<file path="src/rtl/rom_arb_defs.sv">
// rtl/rom_arb_defs.sv - shared state encodings, port indices and winner select for the ROM arbiter
package rom_arb_defs;

  typedef enum logic [1:0] {
    ST_IDLE = 2'd0,
    ST_READ = 2'd1,
    ST_DONE = 2'd2
  } arb_state_e;

  localparam logic PORT_CPU  = 1'b0;
  localparam logic PORT_COPY = 1'b1;

  // On a tie, fixed mode always favours the CPU; otherwise the port not served last wins.
  function automatic logic pick_winner(input logic r0, input logic r1,
                                       input logic fixed_prio, input logic last);
    if (r0 && r1) begin
      return fixed_prio ? PORT_CPU : ~last;
    end else if (r0) begin
      return PORT_CPU;
    end else begin
      return PORT_COPY;
    end
  endfunction

endpackage

</file>
<file path="src/rtl/rom_access_arbiter.sv">
// rtl/rom_access_arbiter.sv - two-port read arbiter in front of the single-port boot/monitor ROM
// The ROM instance sits outside; its OUTPUT_REG setting must follow ROM_LATENCY (1 = off, 2 = on).
module rom_access_arbiter
  import rom_arb_defs::*;
#(
  parameter int ADDR_WIDTH     = 14,
  parameter int DATA_WIDTH     = 8,
  parameter int ROM_LATENCY    = 1,
  parameter int FIXED_PRIORITY = 0
) (
  input  logic                  clock,
  input  logic                  reset_n,
  input  logic                  req0,
  input  logic [ADDR_WIDTH-1:0] addr0,
  output logic                  ack0,
  output logic [DATA_WIDTH-1:0] rdata0,
  input  logic                  req1,
  input  logic [ADDR_WIDTH-1:0] addr1,
  output logic                  ack1,
  output logic [DATA_WIDTH-1:0] rdata1,
  output logic [ADDR_WIDTH-1:0] rom_address,
  input  logic [DATA_WIDTH-1:0] rom_data,
  output logic                  busy
);

  generate
    if (ROM_LATENCY < 1 || ROM_LATENCY > 4) begin : g_bad_latency
      $error("rom_access_arbiter: ROM_LATENCY must be in 1..4");
    end
  endgenerate

  localparam logic [2:0] LAT_CNT = 3'(ROM_LATENCY);
  localparam logic       FIXED   = (FIXED_PRIORITY != 0);

  arb_state_e            state_q, state_d;
  logic                  owner_q, owner_d;
  logic                  last_grant_q, last_grant_d;
  logic [2:0]            cnt_q, cnt_d;
  logic [ADDR_WIDTH-1:0] rom_address_q, rom_address_d;
  logic                  ack0_q, ack0_d, ack1_q, ack1_d;
  logic [DATA_WIDTH-1:0] rdata0_q, rdata0_d, rdata1_q, rdata1_d;
  logic                  busy_q, busy_d;
  logic                  winner;

  assign winner = pick_winner(req0, req1, FIXED, last_grant_q);

  always_comb begin
    state_d       = state_q;
    owner_d       = owner_q;
    last_grant_d  = last_grant_q;
    cnt_d         = cnt_q;
    rom_address_d = rom_address_q;
    ack0_d        = 1'b0;
    ack1_d        = 1'b0;
    rdata0_d      = rdata0_q;
    rdata1_d      = rdata1_q;
    case (state_q)
      ST_IDLE: begin
        if (req0 || req1) begin
          rom_address_d = winner ? addr1 : addr0;
          owner_d       = winner;
          last_grant_d  = winner;
          cnt_d         = LAT_CNT;
          state_d       = ST_READ;
        end
      end
      ST_READ: begin
        cnt_d = cnt_q - 3'd1;
        if (cnt_q == 3'd1) begin
          if (owner_q == PORT_COPY) begin
            rdata1_d = rom_data;
            ack1_d   = 1'b1;
          end else begin
            rdata0_d = rom_data;
            ack0_d   = 1'b1;
          end
          state_d = ST_DONE;
        end
      end
      ST_DONE: begin
        state_d = ST_IDLE;
      end
      default: begin
        state_d = ST_IDLE;
      end
    endcase
    busy_d = (state_d != ST_IDLE);
  end

  always_ff @(posedge clock or negedge reset_n) begin
    if (!reset_n) begin
      state_q       <= ST_IDLE;
      owner_q       <= PORT_CPU;
      last_grant_q  <= PORT_COPY;
      cnt_q         <= 3'd0;
      rom_address_q <= '0;
      ack0_q        <= 1'b0;
      ack1_q        <= 1'b0;
      rdata0_q      <= '0;
      rdata1_q      <= '0;
      busy_q        <= 1'b0;
    end else begin
      state_q       <= state_d;
      owner_q       <= owner_d;
      last_grant_q  <= last_grant_d;
      cnt_q         <= cnt_d;
      rom_address_q <= rom_address_d;
      ack0_q        <= ack0_d;
      ack1_q        <= ack1_d;
      rdata0_q      <= rdata0_d;
      rdata1_q      <= rdata1_d;
      busy_q        <= busy_d;
    end
  end

  assign ack0        = ack0_q;
  assign ack1        = ack1_q;
  assign rdata0      = rdata0_q;
  assign rdata1      = rdata1_q;
  assign rom_address = rom_address_q;
  assign busy        = busy_q;

endmodule

</file>
<file path="config.mk">
export PLATFORM = sky130hd
export DESIGN_NAME = rom_access_arbiter
export DESIGN_NICKNAME = d
export VERILOG_FILES = /design/src/rtl/rom_arb_defs.sv /design/src/rtl/rom_access_arbiter.sv
export SDC_FILE = /design/constraint.sdc
export NUM_CORES = 1
export LEC_CHECK = 0
export CAP_MARGIN = 5
export CORE_ASPECT_RATIO = 0.5
export CORE_MARGIN = 2
export CORE_UTILIZATION = 60
export DETAILED_ROUTE_END_ITERATION = 8
export DONT_BUFFER_PORTS = 1
export PLACE_DENSITY_LB_ADDON = 0.05
export SLEW_MARGIN = 20
export SYNTH_ARGS = -nofsm -noshare
export SYNTH_HDL_FRONTEND = slang
export SYNTH_SLANG_ARGS = --single-unit
</file>
<file path="constraint.sdc">
create_clock -name clock -period 2 [get_ports clock]
set_input_delay 0.2 -clock clock [delete_from_list [all_inputs] [get_ports clock]]
set_output_delay 0.2 -clock clock [all_outputs]
set_load 0.02 [all_outputs]
</file>
==> After elaboration in Yosys (flattened, before gate mapping) <==
Cells that the tools add are included.
{ "totals": {"register_bits": 40, "inputBits": 40, "wordCells": 39} }
{ "op_classes": {"n_addsub": 1, "eq_ne": 3, "mux": 14, "n_bitwise": 2, "n_reduce_logical": 9} }
{ "op_table": {"columns": ["cell", "n"], "rows": [
  ["$mux W14", 1],
  ["$mux W1", 8],
  ["$pmux W3 S2", 1],
  ["$reduce_and A3 Y1", 2],
  ["$mux W2", 2],
  ["$pmux W2 S2", 1],
  ["$reduce_and A2 Y1", 2],
  ["$reduce_bool A2 Y1", 2],
  ["$eq A3 B1 Y1 const B", 1],
  ["$mux W3", 1],
  ["$sub A3 B1 Y3 const B", 1],
  ["$eq A2 B1 Y1 const B", 1],
  ["$logic_not A2 Y1", 1],
  ["$ne A2 B2 Y1 const B", 1],
  ["$not A1 Y1", 2],
  ["$logic_and A1 B1 Y1", 1],
  ["$logic_or A1 B1 Y1", 1]
]} }

==> Logic depth before layout (Yosys ltp) <==
Gate-level depths: netlist of run 1.
{ "logic_depth": {"depth_word": 4, "mapped_depth": 7} }

==> Worst setup path before layout of run 1 <==
No wires, ideal clock.
{ "synth_timing": {"path_kind": "register to register", "start": "register cnt_q[1]", "end": "register rdata0_q[0], in the netlist rdata0[0]", "t_arrival_ns": 1.369, "required_time_ns": 1.875, "slack_ns": 0.506, "path_stages_with_launch": 7, "path_buffers": 1, "cell_sequence": "dfrtp_1 > inv_1 > ha_1 > and4bb_1 > nor2b_1 > buf_4 > mux2_2"} }
{ "synth_between": {"elab_chain_cells": 2} }
{ "synth_rtl": {"columns": ["element", "line_no", "text"], "rows": [
  ["start, declared", "rom_access_arbiter.sv:38", "logic [2:0] cnt_q, cnt_d;"],
  ["start signal, assigned", "rom_access_arbiter.sv:106", "cnt_q <= cnt_d;"],
  ["$eq A3 B1 Y1", "rom_access_arbiter.sv:69", "if (cnt_q == 3'd1) begin"],
  ["$reduce_and A3 Y1 (no source line)", null, null],
  ["end signal, assigned", "rom_access_arbiter.sv:110", "rdata0_q <= rdata0_d;"],
  ["end, declared", "rom_access_arbiter.sv:41", "logic [DATA_WIDTH-1:0] rdata0_q, rdata0_d, rdata1_q, rdata1_d;"]
]} }
No other way between the ends.
A chain may end at the register's enable or synchronous reset.

==> Worst setup path in the final report of run 1 <==
{ "layout_timing": {"start": "register cnt_q[0]", "end": "register rdata1_q[0], in the netlist rdata1[0]"} }
{ "layout_between": {"elab_chain_cells": 2} }
{ "layout_rtl": {"columns": ["element", "line_no", "text"], "rows": [
  ["$eq A3 B1 Y1", "rom_access_arbiter.sv:69", null],
  ["$reduce_and A3 Y1 (no source line)", null, null],
  ["end signal, assigned", "rom_access_arbiter.sv:111", "rdata1_q <= rdata1_d;"],
  ["end, declared", "rom_access_arbiter.sv:41", null]
]} }
No other way between the ends.

==> impl_metrics.env, run 1 <==
export IMPL_status="complete, no violations"
export IMPL_fmax_ghz=0.603
export IMPL_final_nets=195
export IMPL_fp_dieW_um=81.5
export IMPL_crit_type="flip-flop to flip-flop"
export IMPL_crit_fanout=9
export IMPL_dieHeight_um=42.8
export IMPL_setup_violations=0
export IMPL_syn_inst=153
export IMPL_crit_path_end_kind="flip-flop"
export IMPL_cp_required_ns=2.16
export IMPL_postRouteAntennaNets=0
export IMPL_grt_first_pass_wirelength_um=5780
export IMPL_crit_family="simple AND/OR/NAND/NOR gates"
export IMPL_totalPowerFinal_mw=3.54
export IMPL_synth_area_top_cells="dfrtp_1, mux2_2, a31oi_2, a21oi_1, nand3_1"
export IMPL_synthFlopType="dfrtp_1"
export IMPL_setup_tns_ns=0
export IMPL_drt_iter0_markers=36
export IMPL_gp_congestion=0.783
export IMPL_avgSynthCellArea_um2=11.8
export IMPL_hold_path_class="primary input to flip-flop"
export IMPL_arrival_ns=1.82
export IMPL_critical_path_buf_inv_count=0
export IMPL_grt_max_degree=41
export IMPL_core_um2=2720
export IMPL_cts_inserted_buffers=5
export IMPL_final_min_clock_period_ns=1.66
export IMPL_ys_warn_count=0
export IMPL_routed_wl_met3_um=469
export IMPL_portBuffers=0
export IMPL_crit_chain="ha_1, and4bb_1, nand2_1, mux2_2"
export IMPL_routedWlPerCell_um=19.1
export IMPL_timing_reg2reg_setup_slack_ns=0.34
export IMPL_io_pins=73
export IMPL_clkTransAtPathRegs_ns=0.08
export IMPL_wl_met1_um=1490
export IMPL_ir_drop_mv=1.09
export IMPL_fin_crit_sh=0.830
export IMPL_rsz0062_at_grt="no"
export IMPL_clkLatencyLatePin_ns=0.28
export IMPL_skew_ns=0.00412
export IMPL_fin_cells=191
export IMPL_seq_area_frac_synth=0.556
export IMPL_antenna_found_initial=0
export IMPL_grt_use_total=0.228
export IMPL_viasPerCell=6.18
export IMPL_yosysTopAreaCellShare=0.542
export IMPL_area_growth_pct=7.08
export IMPL_max_cap_violations=0
export IMPL_num_vias=1180
export IMPL_met2_length_um=1650
export IMPL_syn_nets=195
export IMPL_cp_start_kind="flip-flop"
export IMPL_place_inst=181
export IMPL_hold_depth=1
export IMPL_top_layer="met4"
export IMPL_dr_pass1_iters=4
export IMPL_clock_path_buffers=2
export IMPL_first_global_vias=1167
export IMPL_cts_tree="built"
export IMPL_holdWs_ns=0.0656
export IMPL_max_stage_delay_ns=0.42
export IMPL_final_hold_violation_count=0
export IMPL_power_density_nw_per_um2=1840
export IMPL_fp_dieArea_um2=3480
export IMPL_crit_slowest_cell="dfrtp_1"
export IMPL_dp_hpwl_um=2500
export IMPL_worst_r2r_cell_count=4
export IMPL_async_flop_share=1.00
export IMPL_wl_um=3650
export IMPL_final_max_slew_viol_count=0
export IMPL_r2r_end="rdata1[0]"
export IMPL_drive_gt1_frac=0.253
export IMPL_hold_start="rom_data[5]"
export IMPL_gr_total_overflow=0
export IMPL_ys_types=26
export IMPL_synth_enable_flop_cells=0
export IMPL_min_to="rdata1[5]"
export IMPL_cts_sink_count=40
export IMPL_r2r_start="cnt_q[0]"
export IMPL_p_leak_nw=0.784
export IMPL_num_antenna_cells=0
export IMPL_tightest_slew_ns=0.792
export IMPL_drc=0
export IMPL_ctsHtreeMaxLevel=2
export IMPL_synth_area_um2=1800
export IMPL_yosysTopAreaCell="dfrtp_1"
export IMPL_ys_ff_latch=40
export IMPL_row_count=13
export IMPL_start_util=0.663
export IMPL_cts_root_buffer="clkbuf_8"
export IMPL_cts_setup_buffers=0
export IMPL_relSlewSlack=0.471
## cells in the final DEF (no fill, tap or decap), drive strengths merged, types with 2 or more instances in the layout
cell type and count:
clkbuf 5, a21oi 15, a31oi 14, nor2 2
nand2b 2, o21ai 15, o21a 2, mux2 16
dfrtp 39, nor2b 4, ha 2, nand3 15
inv 4, buf 3, nand2 4
## cells by family (layout without fill, tap and decap cells)
family,after synthesis,in the layout,share of synthesized area
AOI/OAI and AO/OA,48,48,0.179
xor gates and xnor gates,1,1,0.00486
adders and majority gates,2,2,0.0139
buffers and inverters,15,16,0.0500
DFF,40,40,0.556
muxes,16,16,0.100
and+or+nand+nor,31,31,0.0958
## synthesized netlist by cell type (4+ instances only)
cell type  instances
nor2b_1            4
dfrtp_1           39
mux2_2            16
buf_6              4
o21ai_0           15
a31oi_2            8
inv_1              4
a21oi_1           15
clkbuf_1           6
nand3_1           15
a31oi_1            6
nand2_1            4
## per-layer routing
layer | global-route usage | up-vias
li1 | - | 549
met1 | 0.289 | 564
met2 | 0.349 | 63
met3 | 0.111 | 4
met4 | 0.0610 | 0
met5 | 0 | -
## repair_timing
action                                 in CTS  in global routing
hold buffers                                2                  0
endpoints found under the hold margin      40                  0
gates resized for setup                     0                  0
## worst max-delay path by stage
stage	startpoint	to	slack, ns	depth (start not counted)
6_report	cnt_q[0]	rdata1[0]	0.34	4
5_1_grt	cnt_q[0]	rdata1[0]	0.28	4
4_1_cts	cnt_q[0]	rdata1[0]	0.34	4
3_5_place_dp	cnt_q[0]	rdata1[0]	0.35	4
3_3_place_gp	cnt_q[0]	rdata1[3]	0.38	4
2_1_floorplan	cnt_q[1]	rdata0[0]	0.51	6
## per-stage QoR
step / cell area (um^2) / utilization / setup slack (ns)
2_1_floorplan: 1800 / - / 0.506
3_3_place_gp: 1790 / 0.658 / 0.383
3_5_place_dp: 1790 / 0.658 / 0.350
4_1_cts: 1930 / 0.710 / 0.341
5_1_grt: 1930 / 0.710 / 0.282
6_report: 1930 / 0.710 / 0.341
## report_power, final
group | internal (mW) | leakage, nW | total (mW) | switching (mW)
logic | 0.478 | 0.265 | 0.975 | 0.497
clock network | 0.369 | 0.0541 | 0.644 | 0.275
registers | 1.22 | 0.465 | 1.92 | 0.707
total | 2.06 | 0.784 | 3.54 | 1.48
## registers in the layout, indices dropped and copies added (netlist names)
name	count
rom_address	14
owner_q	1
rdata1	8
busy	1
state_q	2
ack1	1
ack0	1
rdata0	8
last_grant_q	1
cnt_q	3
## cell type report
class                   count  area (um^2)
clock buffers               5         68.8
clock inverters             3         42.5
fillers                   201          787
inverters                   4         15.0
multi-input cells          98          709
flip-flops and latches     40         1000
well taps                  37         46.3
repair buffers              4         45.0
(Power assumes the default switching activity.)
==> inputs of run 2 (changes only) <==
- CORE_UTILIZATION: 60 -> 55
- clock period: 2 -> 1.5 ns (I/O delays scaled with it)
==> impl_metrics.env, run 2 (synthesized netlist as in run 1, its figures left out) <==
export IMPL_final_cell_mix="dfrtp_1, o21ai_0, nand3_1, a21oi_1, buf_4"
export IMPL_ctsHtreeMaxLevel=2
export IMPL_status="complete, but fails checks"
export IMPL_dp_hpwl_um=2360
export IMPL_final_min_clock_period_ns=1.58
export IMPL_first_global_vias=1219
export IMPL_crit_fanout=9
export IMPL_start_util=0.588
export IMPL_fillCellCount=228
export IMPL_r2r_start="cnt_q[0]"
export IMPL_rsz0062_at_grt="yes"
export IMPL_hold_path_class="primary input to flip-flop"
export IMPL_core_um2=3070
export IMPL_relSlewSlack=0.673
export IMPL_gr_total_overflow=0
export IMPL_routedWlPerCell_um=17.7
export IMPL_fp_dieArea_um2=3780
export IMPL_portBuffers=0
export IMPL_setup_violations=16
export IMPL_area_growth_pct=16.0
export IMPL_fin_ws_ns=-0.0789
export IMPL_clkTransAtPathRegs_ns=0.07
export IMPL_cts_inserted_buffers=5
export IMPL_cts_root_buffer="clkbuf_8"
export IMPL_cts_sink_count=40
export IMPL_grt_use_total=0.214
export IMPL_drive_gt1_frac=0.317
export IMPL_cts_tree="built"
export IMPL_viasPerCell=5.88
export IMPL_fmax_ghz=0.633
export IMPL_grt_max_degree=41
export IMPL_p_leak_nw=0.875
export IMPL_startpoint="cnt_q[0]"
export IMPL_num_antenna_cells=0
export IMPL_worst_r2r_cell_count=6
export IMPL_io_pins=73
export IMPL_violations="negative setup slack"
export IMPL_skew_ns=0.00538
export IMPL_cp_start_kind="flip-flop"
export IMPL_ir_drop_mv=1.35
export IMPL_gp_congestion=0.776
export IMPL_wl_um=3670
export IMPL_num_vias=1218
export IMPL_power_density_nw_per_um2=2340
export IMPL_cp_required_ns=1.67
export IMPL_crit_path_end_kind="flip-flop"
export IMPL_crit_path_end="rdata1[7]"
export IMPL_fin_crit_sh=1.05
export IMPL_clkLatencyLatePin_ns=0.28
export IMPL_antenna_found_initial=0
export IMPL_final_hold_violation_count=0
export IMPL_final_nets=208
export IMPL_max_cap_violations=0
export IMPL_dieHeight_um=44.5
export IMPL_holdWs_ns=0.0162
export IMPL_final_max_slew_viol_count=0
export IMPL_clock_path_buffers=2
export IMPL_drt_iter0_markers=36
export IMPL_dr_pass1_iters=4
export IMPL_layout_commonest_cell="dfrtp_1"
export IMPL_r2r_end="rdata1[7]"
export IMPL_largest_register_ff_count=14
export IMPL_row_count=14
export IMPL_drc=0
export IMPL_tightest_slew_ns=0.488
export IMPL_arrival_ns=1.75
export IMPL_crit_type="flip-flop to flip-flop"
export IMPL_fp_dieW_um=84.9
export IMPL_timing_reg2reg_setup_slack_ns=-0.08
export IMPL_postRouteAntennaNets=0
export IMPL_place_ws_ns=-0.122
export IMPL_grt_first_pass_wirelength_um=6000
run 2: area by class of cell:
cell class                      count  area (um^2)  share of cell area
Tap cell                           40         50.0              0.0240
Inverter                            4         15.0             0.00719
Clock buffer                        8         90.1              0.0431
Timing Repair Buffer               17          168              0.0802
Multi-Input combinational cell     98          764               0.366
Sequential cell                    40         1000               0.480
run 2: layer usage:
layer / vias up / track usage / share of wire
met4: 0 / 0.0762 / 0.017
li1: 577 / - / -
met3: 6 / 0.0933 / 0.094
met2: 58 / 0.359 / 0.46
met5: - / 0 / 0
met1: 577 / 0.253 / 0.43
run 2: worst min-delay path by stage:
stage | from | endpoint | slack [ns] | cells after the start
after floorplan | reset_n | ack0 | -0.15 | 0
after global placement | reset_n | rdata1[2] | -0.14 | 0
after global routing | rom_data[5] | rdata0[5] | 0.0003 | 1
after detailed placement | reset_n | ack0 | -0.14 | 0
final | rom_data[5] | rdata0[5] | 0.02 | 1
after CTS | rom_data[1] | rdata0[1] | 0.005 | 1
run 2: power by group:
| group | internal [mW] | leakage (nW) | total (mW) | switching [mW] |
|---|---|---|---|---|
| clock network | 0.375 | 0.0455 | 0.714 | 0.339 |
| logic | 0.893 | 0.364 | 1.63 | 0.740 |
| registers | 1.62 | 0.465 | 2.55 | 0.927 |
| total | 2.89 | 0.875 | 4.90 | 2.01 |
run 2: repair_timing:
item                                   in CTS  in global routing
endpoints found under the hold margin      40                  2
resized for setup                           4                 15
cloned                                      1                  0
setup buffers                               1                  0
hold buffers                                2                  2
setup endpoints to repair                  19                 16
run 2: critical path, stage by stage, from the launching register on:
cell and delay (ns):
dfrtp_1 0.41, ha_4 0.17, and4bb_1 0.20, buf_4 0.14, nand2_2 0.08, buf_12 0.12, mux2_2 0.33
run 2: through the flow:
stage	setup TNS [ns]	util	instance area, um^2	std cells	power, mW
floorplan	0	-	1800	153	3.60
global placement	-0.345	0.611	1870	193	3.93
detailed placement	-0.925	0.611	1870	193	3.99
CTS	-1.19	0.656	2010	205	4.79
global route	-2.27	0.682	2090	207	5.23
finish	-1.12	0.682	2090	207	4.90
==> inputs of run 3 (changes only) <==
- CTS_BUF_LIST: unset -> sky130_fd_sc_hd__clkbuf_16
==> impl_metrics.env, run 3 (synthesized netlist as in run 1, its figures left out) <==
export IMPL_clkLatencyLatePin_ns=0.28
export IMPL_first_global_vias=1206
export IMPL_crit_chain="inv_2, ha_4, and4bb_1, nor2b_4, buf_6, mux2_4"
export IMPL_io_pins=73
export IMPL_ctsHtreeMaxLevel=2
export IMPL_skew_ns=0.00513
export IMPL_fin_crit_sh=1.05
export IMPL_cp_required_ns=1.66
export IMPL_drt_iter0_markers=18
export IMPL_num_vias=1204
export IMPL_p_leak_nw=0.894
export IMPL_max_stage_delay_ns=0.39
export IMPL_clkTransAtPathRegs_ns=0.06
export IMPL_portBuffers=0
export IMPL_crit_type="flip-flop to flip-flop"
export IMPL_ir_drop_mv=1.47
export IMPL_grt_use_total=0.210
export IMPL_drive_gt1_frac=0.309
export IMPL_grt_first_pass_wirelength_um=5950
export IMPL_gr_total_overflow=0
export IMPL_dieHeight_um=44.5
export IMPL_postRouteAntennaNets=0
export IMPL_crit_path_end="rdata0[6]"
export IMPL_num_antenna_cells=0
export IMPL_fmax_ghz=0.633
export IMPL_status="complete, but fails checks"
export IMPL_cts_root_buffer="clkbuf_16"
export IMPL_cts_sink_count=40
export IMPL_routedWlPerCell_um=18.0
export IMPL_fin_ws_ns=-0.0809
export IMPL_dp_hpwl_um=2360
export IMPL_viasPerCell=5.87
export IMPL_layout_commonest_cell="dfrtp_1"
export IMPL_holdWs_ns=0.0186
export IMPL_final_cell_mix="dfrtp_1, o21ai_0, nand3_1, a21oi_1, buf_4"
export IMPL_power_density_nw_per_um2=2440
export IMPL_final_max_slew_viol_count=0
export IMPL_antenna_found_initial=0
export IMPL_hold_path_class="primary input to flip-flop"
export IMPL_cts_inserted_buffers=5
export IMPL_start_util=0.588
export IMPL_crit_fanout=5
export IMPL_final_nets=206
export IMPL_arrival_ns=1.74
export IMPL_fin_cells=205
export IMPL_area_growth_pct=17.3
export IMPL_crit_slowest_cell="dfrtp_1"
export IMPL_largest_register_ff_count=14
export IMPL_drc=0
export IMPL_gp_congestion=0.776
export IMPL_max_cap_violations=0
export IMPL_place_inst=193
export IMPL_final_min_clock_period_ns=1.58
export IMPL_core_um2=3070
export IMPL_rsz0062_at_grt="yes"
export IMPL_crit_path_end_kind="flip-flop"
export IMPL_r2r_start="cnt_q[1]"
export IMPL_totalPowerFinal_mw=5.15
export IMPL_row_count=14
export IMPL_startpoint="cnt_q[1]"
export IMPL_timing_reg2reg_setup_slack_ns=-0.08
export IMPL_fin_util=0.689
export IMPL_relSlewSlack=0.679
export IMPL_cts_tree="built"
export IMPL_setup_tns_ns=-0.534
export IMPL_fp_dieArea_um2=3780
export IMPL_fp_dieW_um=84.9
export IMPL_dr_pass1_iters=4
export IMPL_wl_um=3690
export IMPL_tightest_slew_ns=0.479
export IMPL_violations="negative setup slack"
export IMPL_worst_r2r_cell_count=6
export IMPL_cp_start_kind="flip-flop"
export IMPL_clock_path_buffers=2
export IMPL_grt_max_degree=41
export IMPL_final_hold_violation_count=0
export IMPL_r2r_end="rdata0[6]"
export IMPL_setup_violations=8
run 3: changes by cell type in the layout (fill, tap and decap cells not counted), sizes merged:
cell / delta
clkbuf: -3
clkinv: +1
dlygate4sd3: -2
inv: +2
run 3: worst max-delay path, delay by kind of cell (launching register included):
family / cells / cell delay [ns]
adders and majority gates: 1 / 0.12
buffers and inverters: 2 / 0.23
DFF: 1 / 0.39
muxes: 1 / 0.30
and+or+nand+nor: 2 / 0.42
run 3: per-layer routing:
metal	global-route usage	wire length [um]	share of wire
met2	0.355	1660	0.45
met3	0.0858	325	0.088
met5	0	0	0
met4	0.0571	22	0.0060
met1	0.256	1680	0.46
run 3: cell type report:
class | count | area [um^2]
clock buffer | 5 | 125
fill | 214 | 952
inverter | 4 | 15.0
timing repair buffer | 15 | 148
clock inverter | 3 | 11.3
multi-input combinational | 98 | 762
sequential | 40 | 1000
tap | 40 | 50.0
run 3: how the worst min path moves through the flow:
stage / from / cells after the start / slack, ns / to
after floorplan: reset_n / 0 / -0.15 / ack0
after global placement: reset_n / 0 / -0.14 / rdata1[2]
after detailed placement: reset_n / 0 / -0.14 / ack0
after CTS: rom_data[1] / 1 / 0.02 / rdata0[1]
after global routing: rom_data[3] / 1 / 0.01 / rdata0[3]
final: rom_data[1] / 1 / 0.02 / rdata0[1]
run 3: timing repair:
item                                    CTS  global route
endpoints found under the hold margin    40             0
hold buffers                              2             0
setup buffers                             1             0
gates cloned                              1             0
resized for setup                         7            11
endpoints found under the setup margin   17            16
run 3: power by group:
group          leakage [nW]  total [mW]  internal, mW  switching [mW]
clock                0.0738       0.982         0.597           0.384
sequential            0.465        2.55          1.63           0.925
combinational         0.355        1.62         0.886           0.736
run 3: metrics by stage:
step | area (um^2) | worst slack (ns)
2_1_floorplan | 1800 | 0.00585
3_3_place_gp | 1870 | -0.0437
3_5_place_dp | 1870 | -0.122
4_1_cts | 2070 | -0.0931
5_1_grt | 2110 | -0.159
6_report | 2110 | -0.0809
